**config.mk**
```make
export PLATFORM = sky130hd
export DESIGN_NAME = frame_scheduler
export DESIGN_NICKNAME = d
export VERILOG_FILES = /design/src/rtl/fractal_pkg.sv /design/src/rtl/raster_counter.sv /design/src/rtl/frame_scheduler.sv
export SDC_FILE = /design/constraint.sdc
export NUM_CORES = 1
export LEC_CHECK = 0
export CAP_MARGIN = 10
export CORE_MARGIN = 5
export CORE_UTILIZATION = 54
export CTS_BUF_LIST = sky130_fd_sc_hd__clkbuf_4 sky130_fd_sc_hd__clkbuf_8 sky130_fd_sc_hd__clkbuf_16
export CTS_CLUSTER_DIAMETER = 120
export CTS_CLUSTER_SIZE = 14
export DETAILED_ROUTE_END_ITERATION = 8
export PLACE_DENSITY = 0.85
export SYNTH_ARGS = -nofsm -noshare
export SYNTH_HDL_FRONTEND = slang
export SYNTH_SLANG_ARGS = --single-unit
```
**constraint.sdc**
```tcl
create_clock -name aclk -period 3.9 [get_ports aclk]
set_input_delay 0.39 -clock aclk [delete_from_list [all_inputs] [get_ports aclk]]
set_output_delay 0.39 -clock aclk [all_outputs]
set_load 0.1 [all_outputs]
```
**src/rtl/fractal_pkg.sv**
```systemverilog
// fractal_pkg: shared raster sizes, field widths, scheduler states and the iteration-to-RGB palette.
package fractal_pkg;
    localparam int X_SIZE   = 640;
    localparam int Y_SIZE   = 480;
    localparam int X_W      = 10;
    localparam int Y_W      = 9;
    localparam int ITER_W   = 8;
    localparam int MAX_ITER = 255;

    typedef enum logic [1:0] {IDLE, RUN, DRAIN} state_t;

    // Points that never escaped are drawn black; all other points use a fixed ramp.
    function automatic logic [3*ITER_W-1:0] palette(input logic [ITER_W-1:0] iter, input logic [ITER_W-1:0] max_iter);
        return (iter == max_iter) ? '0 : {iter, iter[ITER_W-2:0], 1'b0, ~iter};
    endfunction
endpackage

```
**src/rtl/raster_counter.sv**
```systemverilog
// raster_counter: x/y raster position that steps one pixel per advance and wraps at frame end.
// Ports: clk/rst (async high), clear (sync to 0,0), advance; x, y, first (0,0), lastx (end of line), last (final pixel).
module raster_counter import fractal_pkg::*; #(
    parameter int X_SIZE = fractal_pkg::X_SIZE,
    parameter int Y_SIZE = fractal_pkg::Y_SIZE
) (
    input  logic           clk,
    input  logic           rst,
    input  logic           clear,
    input  logic           advance,
    output logic [X_W-1:0] x,
    output logic [Y_W-1:0] y,
    output logic           first,
    output logic           lastx,
    output logic           last
);
    assign first = (x == '0) && (y == '0);
    assign lastx = x == X_W'(X_SIZE - 1);
    assign last  = lastx && (y == Y_W'(Y_SIZE - 1));

    always_ff @(posedge clk or posedge rst) begin
        if (rst) begin
            x <= '0;
            y <= '0;
        end else if (clear) begin
            x <= '0;
            y <= '0;
        end else if (advance) begin
            x <= lastx ? '0 : x + 1'b1;
            y <= last ? '0 : (lastx ? y + 1'b1 : y);
        end
    end
endmodule

```
**src/rtl/frame_scheduler.sv**
```systemverilog
// frame_scheduler: dispatches one frame of pixel jobs round-robin to the engines and streams coloured results to the packer in raster order.
// Ports: aclk/areset (async high); start/continuous control, busy/frame_done status; job_valid/job_ready/job_x/job_y to engines;
//        res_valid/res_iter/res_ack from engines; r/g/b/valid/sof/eol with in_stream_ready to the packer.
module frame_scheduler import fractal_pkg::*; #(
    parameter int NUM_ENGINES = 2,
    parameter int X_SIZE      = fractal_pkg::X_SIZE,
    parameter int Y_SIZE      = fractal_pkg::Y_SIZE,
    parameter int MAX_ITER    = fractal_pkg::MAX_ITER
) (
    input  logic                          aclk,
    input  logic                          areset,
    input  logic                          start,
    input  logic                          continuous,
    output logic                          busy,
    output logic                          frame_done,
    output logic [NUM_ENGINES-1:0]        job_valid,
    input  logic [NUM_ENGINES-1:0]        job_ready,
    output logic [X_W-1:0]                job_x,
    output logic [Y_W-1:0]                job_y,
    input  logic [NUM_ENGINES-1:0]        res_valid,
    input  logic [ITER_W*NUM_ENGINES-1:0] res_iter,
    output logic [NUM_ENGINES-1:0]        res_ack,
    output logic [7:0]                    r,
    output logic [7:0]                    g,
    output logic [7:0]                    b,
    output logic                          valid,
    output logic                          sof,
    output logic                          eol,
    input  logic                          in_stream_ready
);
    localparam int PW = NUM_ENGINES > 1 ? $clog2(NUM_ENGINES) : 1;

    state_t            state, state_next;
    logic [PW-1:0]     issue_ptr, collect_ptr;
    logic              job_fire, ack_fire, done, last_px;
    logic              d_first, d_lastx, d_last, c_first, c_lastx, c_last;
    logic [X_W-1:0]    cx;
    logic [Y_W-1:0]    cy;
    logic [ITER_W-1:0] sel_iter;
    logic              unused_ok;

    raster_counter #(.X_SIZE(X_SIZE), .Y_SIZE(Y_SIZE)) u_dispatch (
        .clk(aclk), .rst(areset), .clear(state != RUN), .advance(job_fire),
        .x(job_x), .y(job_y), .first(d_first), .lastx(d_lastx), .last(d_last)
    );

    // The collect side wraps to (0,0) by itself after the final pixel, so it never needs clearing mid-run.
    raster_counter #(.X_SIZE(X_SIZE), .Y_SIZE(Y_SIZE)) u_collect (
        .clk(aclk), .rst(areset), .clear(state == IDLE), .advance(ack_fire),
        .x(cx), .y(cy), .first(c_first), .lastx(c_lastx), .last(c_last)
    );

    assign unused_ok = ^{d_first, d_lastx, cx, cy};
    assign busy      = state != IDLE;
    assign job_valid = (state == RUN) ? NUM_ENGINES'(1) << issue_ptr : '0;
    assign job_fire  = |(job_valid & job_ready);
    assign sel_iter  = res_iter[ITER_W*int'(collect_ptr) +: ITER_W];
    // A result can be taken whenever the output slot is empty or is being drained this cycle.
    assign ack_fire  = res_valid[collect_ptr] & (~valid | in_stream_ready);
    assign res_ack   = ack_fire ? NUM_ENGINES'(1) << collect_ptr : '0;
    assign done      = (state == DRAIN) & valid & in_stream_ready & last_px;

    always_comb begin
        state_next = state;
        case (state)
            IDLE:    state_next = start ? RUN : IDLE;
            RUN:     state_next = (job_fire && d_last) ? DRAIN : RUN;
            default: state_next = done ? (continuous ? RUN : IDLE) : DRAIN;
        endcase
    end

    always_ff @(posedge aclk or posedge areset) begin
        if (areset) begin
            state       <= IDLE;
            issue_ptr   <= '0;
            collect_ptr <= '0;
            frame_done  <= 1'b0;
            valid       <= 1'b0;
            sof         <= 1'b0;
            eol         <= 1'b0;
            last_px     <= 1'b0;
            r           <= '0;
            g           <= '0;
            b           <= '0;
        end else begin
            state      <= state_next;
            frame_done <= done;
            if (job_fire)
                issue_ptr <= (issue_ptr == PW'(NUM_ENGINES - 1)) ? '0 : issue_ptr + 1'b1;
            if (ack_fire) begin
                collect_ptr <= (collect_ptr == PW'(NUM_ENGINES - 1)) ? '0 : collect_ptr + 1'b1;
                {r, g, b}   <= palette(sel_iter, ITER_W'(MAX_ITER));
                valid       <= 1'b1;
                sof         <= c_first;
                eol         <= c_lastx;
                last_px     <= c_last;
            end else if (in_stream_ready) begin
                valid <= 1'b0;
            end
        end
    end
endmodule
```
# --- After elaboration in Yosys (flattened, before gate mapping) ---
# Index checks and enable logic that the tools add are counted.
word_totals:
  register_bits: 71
classes:
  n_addsub: 6
  magnitude_cmp: 1
  n_eq_ne: 8
  shift: 3
  mux: 28
  bitwise_logic: 8
  reduce_logical: 16
op_table:
  columns: ["operator", "n"]
  rows:
  - ["2-to-1 mux 9 bit", 8]
  - ["2-to-1 mux 10 bit", 6]
  - ["2-to-1 mux 24 bit", 1]
  - ["adder 10 x 1 -> 10 bit, second input constant", 2]
  - ["equality test 10 bit, second input constant", 2]
  - ["adder 9 x 1 -> 9 bit, second input constant", 2]
  - ["equality test 9 bit, second input constant", 2]
  - ["variable part select 16 x 5 -> 8 bit", 1]
  - ["zero test 10 bit", 1]
  - ["zero test 9 bit", 1]
  - ["equality test 8 bit, second input constant", 1]
  - ["2-to-1 mux 1 bit", 8]
  - ["2-to-1 mux 2 bit", 4]
  - ["inverter 8 bit", 1]
  - ["nonzero test 2 bit", 4]
  - ["nonzero test 3 bit", 2]
  - ["bitwise AND 1 bit", 4]
  - ["logical AND 1 bit", 4]
  - ["case mux 2 bit (2 select lines)", 1]
  - ["AND reduction 2 bit", 2]
  - ["<< shifter 1 x 1 -> 2 bit, first input constant", 2]
  - ["adder 1 bit, second input constant", 2]
  - ["bitwise AND 2 bit", 1]
  - ["equality test 2 x 1 -> 1 bit, second input constant", 1]
  - ["7 further kinds", 7]

# --- Logic depth before layout (Yosys ltp) ---
# Gate-level depths: netlist of run 1.
depth:
  depth_word: 7
  mapped_depth: 7

# --- Hierarchy ---
# From an unflattened synthesis of run 1, not the netlist that was laid out.
unflattened:
  cells_unflattened: 369
  hier_area_um2: 3508.4
modules_own_cells:
  columns: ["module", "instances", "cells_each", "area_per_inst_um2", "seq_area_each_um2"]
  rows:
  - ["raster_counter", 2, 123, 1103.6, 475.5]
  - ["frame_scheduler", 1, 123, 1301.2, 625.6]

# --- Worst setup path after synthesis of run 1 ---
# Ideal clock, no wire load.
synth_timing:
  kind: "reg-to-output"
  from: "register valid"
  to: "output port res_ack[0]"
  arrival_time_ns: 2.384
  t_required_ns: 3.510
  slack_ns: 1.126
  path_stages_with_launch: 4
  n_path_buf: 0
  cell_sequence: "dfrtp_1 -> nand2b_1 -> nand2_1 -> nor2_1"
synth_between:
  elab_chain_len: 4
synth_lines:
  columns: ["element", "line_no", "source"]
  rows:
  - ["start: declaration", "frame_scheduler.sv:26", "output logic valid,"]
  - ["start signal: assignment", "frame_scheduler.sv:78", "valid <= 1'b0;"]
  - ["start signal: assignment", "frame_scheduler.sv:93", "valid <= 1'b1;"]
  - ["start signal: assignment", "frame_scheduler.sv:98", "valid <= 1'b0;"]
  - ["inverter 1 bit", "frame_scheduler.sv:59", "assign ack_fire = res_valid[collect_ptr] & (~valid | in_stream_ready);"]
  - ["OR 1 bit", "frame_scheduler.sv:59", null]
  - ["bitwise AND 1 bit", "frame_scheduler.sv:59", null]
  - ["2-to-1 mux 2 bit", "frame_scheduler.sv:60", "assign res_ack = ack_fire ? NUM_ENGINES'(1) << collect_ptr : '0;"]
  - ["end: declaration", "frame_scheduler.sv:22", "output logic [NUM_ENGINES-1:0] res_ack,"]
# Every way passes these cells.

# --- Final worst setup path of run 1 ---
layout_timing:
  from: "register state[1]"
  to: "output port job_valid[1]"
layout_between:
  elab_chain_len: 2
layout_lines:
  columns: ["element", "line_no", "source"]
  rows:
  - ["start: declaration", "frame_scheduler.sv:33", "state_t state, state_next;"]
  - ["start signal: assignment", "frame_scheduler.sv:86", "state <= state_next;"]
  - ["equality test 2 x 1 -> 1 bit", "frame_scheduler.sv:55", "assign job_valid = (state == RUN) ? NUM_ENGINES'(1) << issue_ptr : '0;"]
  - ["2-to-1 mux 2 bit", "frame_scheduler.sv:55", null]
  - ["end: declaration", "frame_scheduler.sv:16", "output logic [NUM_ENGINES-1:0] job_valid,"]
# Every way passes these cells.

==> run summary, run 1 <==
Top Usage Layer GRT -> met2
grt met3 use -> 3.818%
core area -> 0.005956 mm^2
vias in the first global route -> 2,791
I/O pins -> 77
H-tree Lvls -> 3
Slew @ Worst Pin -> 1.002 ns
clock period minus worst slack -> 2.992 ns
cts bufs inserted -> 9
Routed Antenna Nets -> 0
area delta synth->final -> 27.93%
first-pass GRT wire length -> 13,590 um
Pleak -> 1.745 nW
ys flop type -> dfrtp_1
Site Rows -> 28
Cells after Synth -> 352
met2 usage -> 37.73%
clk buf depth -> 2
unrepaired setup endpoints after global routing -> no
total grt overflow -> 0
top cell type's share of synthesized area -> 47.62%
initial core utilization -> 55.59%
Synth cell types -> 47
Hold Slack -> 0.4774 ns
Vias/cell -> 5.733
Die H -> 88.30 um
Max Fclk -> 334.3 MHz
antenna violations before repair -> 0
routed len/inst -> 16.06 um
DR iter-0 viols -> 162
final wirelength -> 8061 um
layout net count -> 454
die width -> 88.30 um
# Max-Cap Violations -> 0
Synth area leader -> dfrtp_1
Final Hold Viols -> 0
fin worst setup slack -> 0.9084 ns
number of synthesized flops with an enable pin -> 0
DR vias -> 2,878
Overall Global Routing Usage -> 22.58%
crit end category -> output port
Final Max Slew Viols -> 0
final setup fails -> 0
grt met1 use -> 29.19%
Async SR Flop Fraction -> 100.0%
Post-Place Cell Area -> 0.004068 mm^2
Startpoint Class -> flop
dpl ws -> 1.315 ns
CTS Root Cell -> clkbuf_8
Critical Path RT -> 3.51 ns
Inserted Diodes -> 0
CP Class -> flop to output port
setup bufs post-CTS -> 0
IO buf count -> 75
slew margin rel. -> 32.99%
DRC viols -> 0
Post-Layout Inst Area -> 0.004235 mm^2
gpl congestion -> 0.8535
Data arrival, critical path -> 2.60 ns
period utilization -> 76.71%
Clock Skew -> 0.007963 ns
Seq cells post-synth -> 63
top post-synthesis cells by count -> dfrtp_1, nand2_1, nor2_1
top-count cell post-synth -> dfrtp_1
drt first pass iters -> 4
TritonCTS Sinks -> 63
outcome -> complete, no violations
Worst-Skew Late Latency -> 0.35 ns
Post-CTS Hold Buffers -> 0
synth top area cells -> dfrtp_1, nand2_1, nor2_1, nand3_1, xor2_1
pin count of the biggest net entering global routing -> 50
Min-Delay Path Class -> flop to flop
Cell Pwr Density -> 697.0 mW/mm^2
register area share after synthesis -> 47.62%
Fin Setup TNS -> 0 ns
critical path fanouts, max -> 8
DP Wirelength -> 5985 um
share of layout cells above drive strength 1 -> 7.963%
Post-Synthesis Cell Area -> 0.003311 mm^2
Mapped Avg Cell Area -> 9.405 um^2
Yosys warnings -> 0
Clk pin slew, worst setup/hold paths -> 0.07 ns
worst vdd ir -> 0.0008234 V
# resized after CTS -> 0
total die area -> 0.007797 mm^2
Post-Syn Nets -> 383
TritonCTS clock tree -> done
-- logic make-up after synthesis --
logic type,count (synthesis),share of synthesized area (%)
AO/OA/AOI/OAI,60,12.51
XOR/XNOR,22,5.820
adder cells (fa/ha/maj),6,2.268
buffers and inverters,31,4.649
flip-flops,63,47.62
multiplexers,12,4.044
other,1,0.1133
AND/OR/NAND/NOR,157,22.98
-- power breakdown --
| group | switching (mW) | total (mW) | internal [mW] | leakage (nW) |
|---|---|---|---|---|
| registers | 0.104 | 0.865 | 0.761 | 0.837 |
| logic | 1.24 | 1.59 | 0.354 | 0.821 |
| clock network | 0.248 | 0.496 | 0.248 | 0.0884 |
| total | 1.59 | 2.95 | 1.36 | 1.75 |
-- critical path: stages (launching register included) --
cell and delay (ns):
dfrtp_1 0.41, nor2b_1 0.50, and2_1 0.22, clkdlybuf4s50_1 1.13
-- metrics by stage --
step | power, mW | std cells | utilization [%]
after floorplan | 2.141 | 352 | -
after global placement | 2.453 | 487 | 68.30
after detailed placement | 2.470 | 487 | 68.30
after CTS | 2.968 | 502 | 71.11
after global routing | 3.065 | 502 | 71.11
final | 2.952 | 502 | 71.11
-- layer usage --
layer	routed length [um]	share of wire (%)
met5	0	0
met1	3359	42
met3	429	5.3
met4	191	2.4
met2	4081	51
-- cell type report --
cell class | instances | area (um^2)
clock buffers | 11 | 145.1
clock inverters | 4 | 22.52
fillers | 457 | 1720
inverters | 13 | 48.80
multi-input cells | 258 | 1580
flip-flops and latches | 63 | 1577
well taps | 75 | 93.84
repair buffers | 78 | 768.2
-- placed cells by master, fill, tap and decap left out, types with 7 or more instances in the layout --
| cell type | synthesis | final |
|---|---|---|
| nor2_1 | 40 | 40 |
| dfrtp_1 | 63 | 63 |
| a21oi_1 | 14 | 14 |
| mux2_2 | 8 | 8 |
| nand4_1 | 11 | 11 |
| o21ai_0 | 16 | 16 |
| inv_1 | 13 | 12 |
| clkbuf_8 | 0 | 10 |
| xor2_1 | 13 | 13 |
| clkdlybuf4s50_1 | 0 | 73 |
| nand3_1 | 23 | 23 |
| nand2_1 | 45 | 45 |
| nor3_1 | 7 | 7 |
| xnor2_1 | 9 | 9 |
-- registers in the layout, indices dropped and copies added, names as in the netlist --
name / flops
u_dispatch.y: 9
collect_ptr: 1
eol: 1
last_px: 1
b: 8
sof: 1
frame_done: 1
u_dispatch.x: 10
state: 2
r: 8
valid: 1
u_collect.y: 9
issue_ptr: 1
u_collect.x: 10
-- worst paths after layout --
path / startpoint / endpoint / slack (ns) / depth (start not counted)
max in group asynchronous: areset / u_dispatch.y[7]$_DFFE_PP0P_ / 2.53 / 3
min: b[6]$_DFFE_PP0P_ / b[6]$_DFFE_PP0P_ / 0.48 / 2
max reg2reg: collect_ptr$_DFFE_PP0P_ / u_collect.y[8]$_DFFE_PP0P_ / 1.53 / 5
min reg2reg: b[6]$_DFFE_PP0P_ / b[6]$_DFFE_PP0P_ / 0.48 / 2
max: state[1]$_DFF_PP0_ / job_valid[1] / 0.91 / 3
min in group asynchronous: areset / b[5]$_DFFE_PP0P_ / 0.59 / 2
(Power assumes the default switching activity.)
==> run 2: changes to the inputs <==
--- a/config.mk
+++ b/config.mk
@@ -7,12 +7,12 @@
 export LEC_CHECK = 0
 export CAP_MARGIN = 10
 export CORE_MARGIN = 5
-export CORE_UTILIZATION = 54
+export CORE_UTILIZATION = 50
 export CTS_BUF_LIST = sky130_fd_sc_hd__clkbuf_4 sky130_fd_sc_hd__clkbuf_8 sky130_fd_sc_hd__clkbuf_16
 export CTS_CLUSTER_DIAMETER = 120
 export CTS_CLUSTER_SIZE = 14
 export DETAILED_ROUTE_END_ITERATION = 8
-export PLACE_DENSITY = 0.85
+export PLACE_DENSITY = 0.8
 export SYNTH_ARGS = -nofsm -noshare
 export SYNTH_HDL_FRONTEND = slang
 export SYNTH_SLANG_ARGS = --single-unit
==> constraint.sdc (replaced) <==
create_clock -name aclk -period 3.1 [get_ports aclk]
set_input_delay 0.31 -clock aclk [delete_from_list [all_inputs] [get_ports aclk]]
set_output_delay 0.31 -clock aclk [all_outputs]
set_load 0.1 [all_outputs]
==> run 2 against run 1 <==
Net effect:
- non-clock buffer count unchanged
- power increased by 32%
- final cell count increased by 0.60%
- design area increased by 0.62%
- utilization decreased by 4.4 points
- critical path type is now flop to flop
- critical endpoint is now r[7]$_DFFE_PP0P_
==> run summary, run 2 (synthesis results as in run 1) <==
Vias/cell -> 5.685
core area -> 0.006386 mm^2
final setup fails -> 0
Worst-Skew Late Latency -> 0.36 ns
Data arrival, critical path -> 2.54 ns
TritonCTS clock tree -> done
I/O pins -> 77
outcome -> complete, no violations
fin worst setup slack -> 0.7896 ns
area of the multi-input gates -> 0.001580 mm^2
final wirelength -> 7980 um
routed len/inst -> 15.80 um
CP Class -> flop to flop
Slew @ Worst Pin -> 0.9996 ns
drt first pass iters -> 4
Cell Pwr Density -> 914.1 mW/mm^2
IO buf count -> 75
Clk pin slew, worst setup/hold paths -> 0.07 ns
worst vdd ir -> 0.0009829 V
Site Rows -> 29
period utilization -> 74.53%
critical path fanouts, max -> 29
DR vias -> 2,871
Final Hold Viols -> 0
DRC viols -> 0
initial core utilization -> 51.84%
most common cell after layout, fill and taps aside -> dfrtp_1
vias in the first global route -> 2,863
antenna violations before repair -> 0
DR iter-0 viols -> 132
layout net count -> 454
Final Max Slew Viols -> 0
Crit path largest cell delay -> 0.67 ns
Routed Antenna Nets -> 0
total grt overflow -> 0
Die H -> 91.37 um
crit path cell chain -> mux2_2, nand2_1, buf_4, a21oi_1, a22o_1
Inserted Diodes -> 0
pin count of the biggest net entering global routing -> 64
CTS Root Cell -> clkbuf_8
Post-Layout Inst Area -> 0.004262 mm^2
clk buf depth -> 2
slew margin rel. -> 33.15%
dpl ws -> 0.8093 ns
Reg area -> 0.001577 mm^2
area delta synth->final -> 28.72%
total die area -> 0.008348 mm^2
Min-Delay Path Class -> flop to flop
Post-Place Cell Area -> 0.004038 mm^2
unrepaired setup endpoints after global routing -> no
Fin Setup TNS -> 0 ns
Fill cells -> 517
gpl congestion -> 0.9274
Post-CTS Hold Buffers -> 0
H-tree Lvls -> 3
Clock Skew -> 0.01562 ns
Critical Path RT -> 3.33 ns
Pleak -> 1.796 nW
first-pass GRT wire length -> 13,460 um
commonest cells after routing, fill and taps aside -> dfrtp_1, clkdlybuf4s50_1, nand2_1, nor2_1, nand3_1
TritonCTS Sinks -> 63
die width -> 91.37 um
Max Fclk -> 432.8 MHz
Slowest-stage cell, CP -> dfrtp_1
share of layout cells above drive strength 1 -> 11.21%
DP Wirelength -> 5942 um
cts bufs inserted -> 9
setup bufs post-CTS -> 0
clock period minus worst slack -> 2.310 ns
Overall Global Routing Usage -> 19.57%
Startpoint Class -> flop
# Max-Cap Violations -> 0
crit end category -> flop
Top Registers -> u_collect.x (10), u_dispatch.x (10)
# resized after CTS -> 0
[run 2: final cells by class]
class                   instances  share of cell area [%]
clock buffers                   9                   2.907
repair buffers                 78                   17.26
inverters                      13                   1.145
clock inverters                 7                   2.349
multi-input cells             258                   37.08
flip-flops and latches         63                   36.99
well taps                      77                   2.261
[run 2: layer usage]
metal / global-route usage, % / vias up / wire length (um)
li1: - / 1372 / -
met1: 25.13 / 1402 / 3500
met2: 31.55 / 79 / 3914
met3: 5.868 / 18 / 437
met4: 6.601 / 0 / 127
met5: 0 / - / 0
[run 2: critical path, delay by kind of cell, from the launching register on]
kind	cells	cell delay, ns
flops	1	0.67
mux	1	0.43
compound gates	2	0.42
buf+inv	1	0.36
simple gates	1	0.31
[run 2: per-stage QoR]
| stage | cells | hold slack (ns) | util (%) | power [mW] |
|---|---|---|---|---|
| 5_1_grt | 505 | 0.5200 | 66.73 | 4.055 |
| 4_1_cts | 505 | 0.4925 | 66.73 | 3.932 |
| 3_3_place_gp | 489 | 0.4647 | 63.22 | 3.089 |
| 2_1_floorplan | 352 | 0.4141 | - | 2.693 |
| 6_report | 505 | 0.4890 | 66.73 | 3.896 |
| 3_5_place_dp | 489 | 0.4686 | 63.22 | 3.105 |
[run 2: worst paths after layout]
kind | depth (start not counted) | slack [ns] | start | to
min in group asynchronous | 3 | 0.50 | areset | u_dispatch.x[9]$_DFFE_PP0P_
min | 2 | 0.49 | b[5]$_DFFE_PP0P_ | b[5]$_DFFE_PP0P_
min reg2reg | 2 | 0.49 | b[5]$_DFFE_PP0P_ | b[5]$_DFFE_PP0P_
max reg2reg | 5 | 0.79 | collect_ptr$_DFFE_PP0P_ | r[7]$_DFFE_PP0P_
max | 5 | 0.79 | collect_ptr$_DFFE_PP0P_ | r[7]$_DFFE_PP0P_
max in group asynchronous | 3 | 2.08 | areset | u_collect.y[5]$_DFFE_PP0P_
[run 2: where the power goes]
group | total [mW] | internal (mW) | switching (mW)
logic | 2.00 | 0.443 | 1.55
registers | 1.09 | 0.957 | 0.130
clock network | 0.812 | 0.462 | 0.349
==> run 3: changes to the inputs <==
--- a/config.mk
+++ b/config.mk
@@ -7,12 +7,12 @@
 export LEC_CHECK = 0
 export CAP_MARGIN = 10
 export CORE_MARGIN = 5
-export CORE_UTILIZATION = 50
+export CORE_UTILIZATION = 45
 export CTS_BUF_LIST = sky130_fd_sc_hd__clkbuf_4 sky130_fd_sc_hd__clkbuf_8 sky130_fd_sc_hd__clkbuf_16
 export CTS_CLUSTER_DIAMETER = 120
 export CTS_CLUSTER_SIZE = 14
 export DETAILED_ROUTE_END_ITERATION = 8
-export PLACE_DENSITY = 0.8
+export PLACE_DENSITY = 0.76
 export SYNTH_ARGS = -nofsm -noshare
 export SYNTH_HDL_FRONTEND = slang
 export SYNTH_SLANG_ARGS = --single-unit
==> constraint.sdc (replaced) <==
create_clock -name aclk -period 2.1 [get_ports aclk]
set_input_delay 0.21 -clock aclk [delete_from_list [all_inputs] [get_ports aclk]]
set_output_delay 0.21 -clock aclk [all_outputs]
set_load 0.1 [all_outputs]
==> run 3 against run 2 <==
Net effect:
- final cell count up 6.3%
- first-iteration DRC count up 5.3%
- clock skew up 0.0020 ns
- largest power group unchanged
- highest routed layer unchanged
==> run summary, run 3 (synthesis results as in run 1) <==
reg2reg end -> r[7]$_DFFE_PP0P_
# resized after CTS -> 0
Min-Delay Path Class -> input pin to asynchronous set/reset pin
TritonCTS Sinks -> 63
# Max-Cap Violations -> 0
RR Startpoint -> collect_ptr$_DFFE_PP0P_
pin count of the biggest net entering global routing -> 31
unrepaired setup endpoints after global routing -> no
worst vdd ir -> 0.001153 V
Clk pin slew, worst setup/hold paths -> 0.08 ns
commonest cells after routing, fill and taps aside -> buf_4, dfrtp_1, nand2_1, nor2_1, clkdlybuf4s50_1
CTS Root Cell -> clkbuf_8
TritonCTS clock tree -> done
routed len/inst -> 15.55 um
Top Registers -> u_collect.x (10), u_dispatch.x (10)
reg2reg setup slack -> 0.19 ns
Post-CTS Hold Buffers -> 0
Final Hold Viols -> 0
Pleak -> 1.895 nW
Slowest-stage cell, CP -> dfrtp_1
outcome -> complete, no violations
DRC viols -> 0
buffers and inverters on the worst path -> 1
crit path cell chain -> mux2_2, nand2_1, buf_12, a21oi_1, a22o_1
area delta synth->final -> 32.99%
layout net count -> 464
CP Class -> flop to flop
core area -> 0.007214 mm^2
final wirelength -> 8348 um
Critical Path RT -> 2.31 ns
critical path depth in cells -> 5
initial core utilization -> 45.89%
vias in the first global route -> 2,919
CP delay by family, top -> flip-flops
cts bufs inserted -> 9
Startpoint Class -> flop
Vias/cell -> 5.356
I/O pins -> 77
DP Wirelength -> 6411 um
Inserted Diodes -> 0
DR iter-0 viols -> 139
Routed Antenna Nets -> 0
critical path endpoint -> r[7]$_DFFE_PP0P_
crit end category -> flop
final setup fails -> 0
Worst-Skew Late Latency -> 0.33 ns
die width -> 95.78 um
Die H -> 95.78 um
Site Rows -> 31
Fin Setup TNS -> 0 ns
Post-Place Cell Area -> 0.004200 mm^2
DR vias -> 2,876
gpl congestion -> 0.9232
Final Max Slew Viols -> 0
Data arrival, critical path -> 2.12 ns
cells on worst reg2reg path -> 5
slew margin rel. -> 61.75%
clock period minus worst slack -> 1.911 ns
critical path fanouts, max -> 30
Overall Global Routing Usage -> 19.60%
total die area -> 0.009173 mm^2
antenna violations before repair -> 0
period utilization -> 90.99%
IO buf count -> 75
Max Fclk -> 523.4 MHz
start point of the critical path -> collect_ptr$_DFFE_PP0P_
Post-Layout Inst Area -> 0.004403 mm^2
Cell Pwr Density -> 1286 mW/mm^2
Clock Skew -> 0.01761 ns
clk buf depth -> 2
share of layout cells above drive strength 1 -> 25.57%
first-pass GRT wire length -> 14,080 um
Slew @ Worst Pin -> 0.5626 ns
total grt overflow -> 0
drt first pass iters -> 6
setup bufs post-CTS -> 0
Crit path largest cell delay -> 0.64 ns
H-tree Lvls -> 3
most common cell after layout, fill and taps aside -> buf_4
[run 3: cell count changes in the layout (fill, tap and decap cells not counted), sizes merged]
cell | before | now
buf | 18 | 64
bufinv | 2 | 1
clkbuf | 9 | 11
clkdlybuf4s50 | 60 | 24
clkinv | 1 | 4
inv | 17 | 13
[run 3: worst min-delay path by stage]
stage | start | end | slack (ns) | cells past startpoint
floorplan | job_ready[1] | issue_ptr$_DFFE_PP0N_ | 0.31 | 1
global placement | b[7]$_DFFE_PP0P_ | b[7]$_DFFE_PP0P_ | 0.47 | 2
detailed placement | sof$_DFFE_PP0P_ | sof$_DFFE_PP0P_ | 0.47 | 2
CTS | areset | u_dispatch.x[4]$_DFFE_PP0P_ | 0.22 | 2
global route | areset | u_dispatch.x[4]$_DFFE_PP0P_ | 0.24 | 2
finish | areset | u_dispatch.x[4]$_DFFE_PP0P_ | 0.21 | 2
[run 3: worst register-to-register path, stage by stage, from the launching register on]
cell and delay (ns):
dfrtp_1 0.64, mux2_2 0.42, nand2_1 0.19, buf_12 0.20, a21oi_1 0.12, a22o_1 0.23
[run 3: layer usage]
metal	global-route usage (%)	vias to the layer above	wire length, um
met5	0	-	0
met4	5.450	0	94
met3	6.255	8	455
met2	32.43	89	4003
met1	24.70	1384	3794
li1	-	1395	-
[run 3: layout make-up]
class / instances / area (um^2)
Fill cell: 634 / 2811
Clock buffer: 11 / 145.1
Multi-Input combinational cell: 258 / 1613
Inverter: 13 / 48.80
Timing Repair Buffer: 88 / 820.8
Sequential cell: 63 / 1594
Tap cell: 99 / 123.9
Clock inverter: 5 / 57.56
[run 3: power breakdown]
part           switching (mW)  internal, mW  total (mW)  leakage, nW
clock network           0.457         0.594        1.05        0.107
registers               0.203          1.42        1.62        0.813
logic                    2.32         0.668        2.99        0.975
total                    2.98          2.68        5.66         1.89
[run 3: metrics by stage]
stage / worst slack, ns / cells / utilization (%) / hold WS, ns / power [mW]
global placement: 0.2100 / 521 / 58.22 / 0.4662 / 4.606
CTS: 0.1784 / 537 / 61.03 / 0.2170 / 5.700
global route: 0.001802 / 537 / 61.03 / 0.2373 / 5.903
floorplan: -0.04276 / 352 / - / 0.3141 / 3.983
detailed placement: 0.1425 / 521 / 58.22 / 0.4716 / 4.639
finish: 0.1893 / 537 / 61.03 / 0.2095 / 5.661
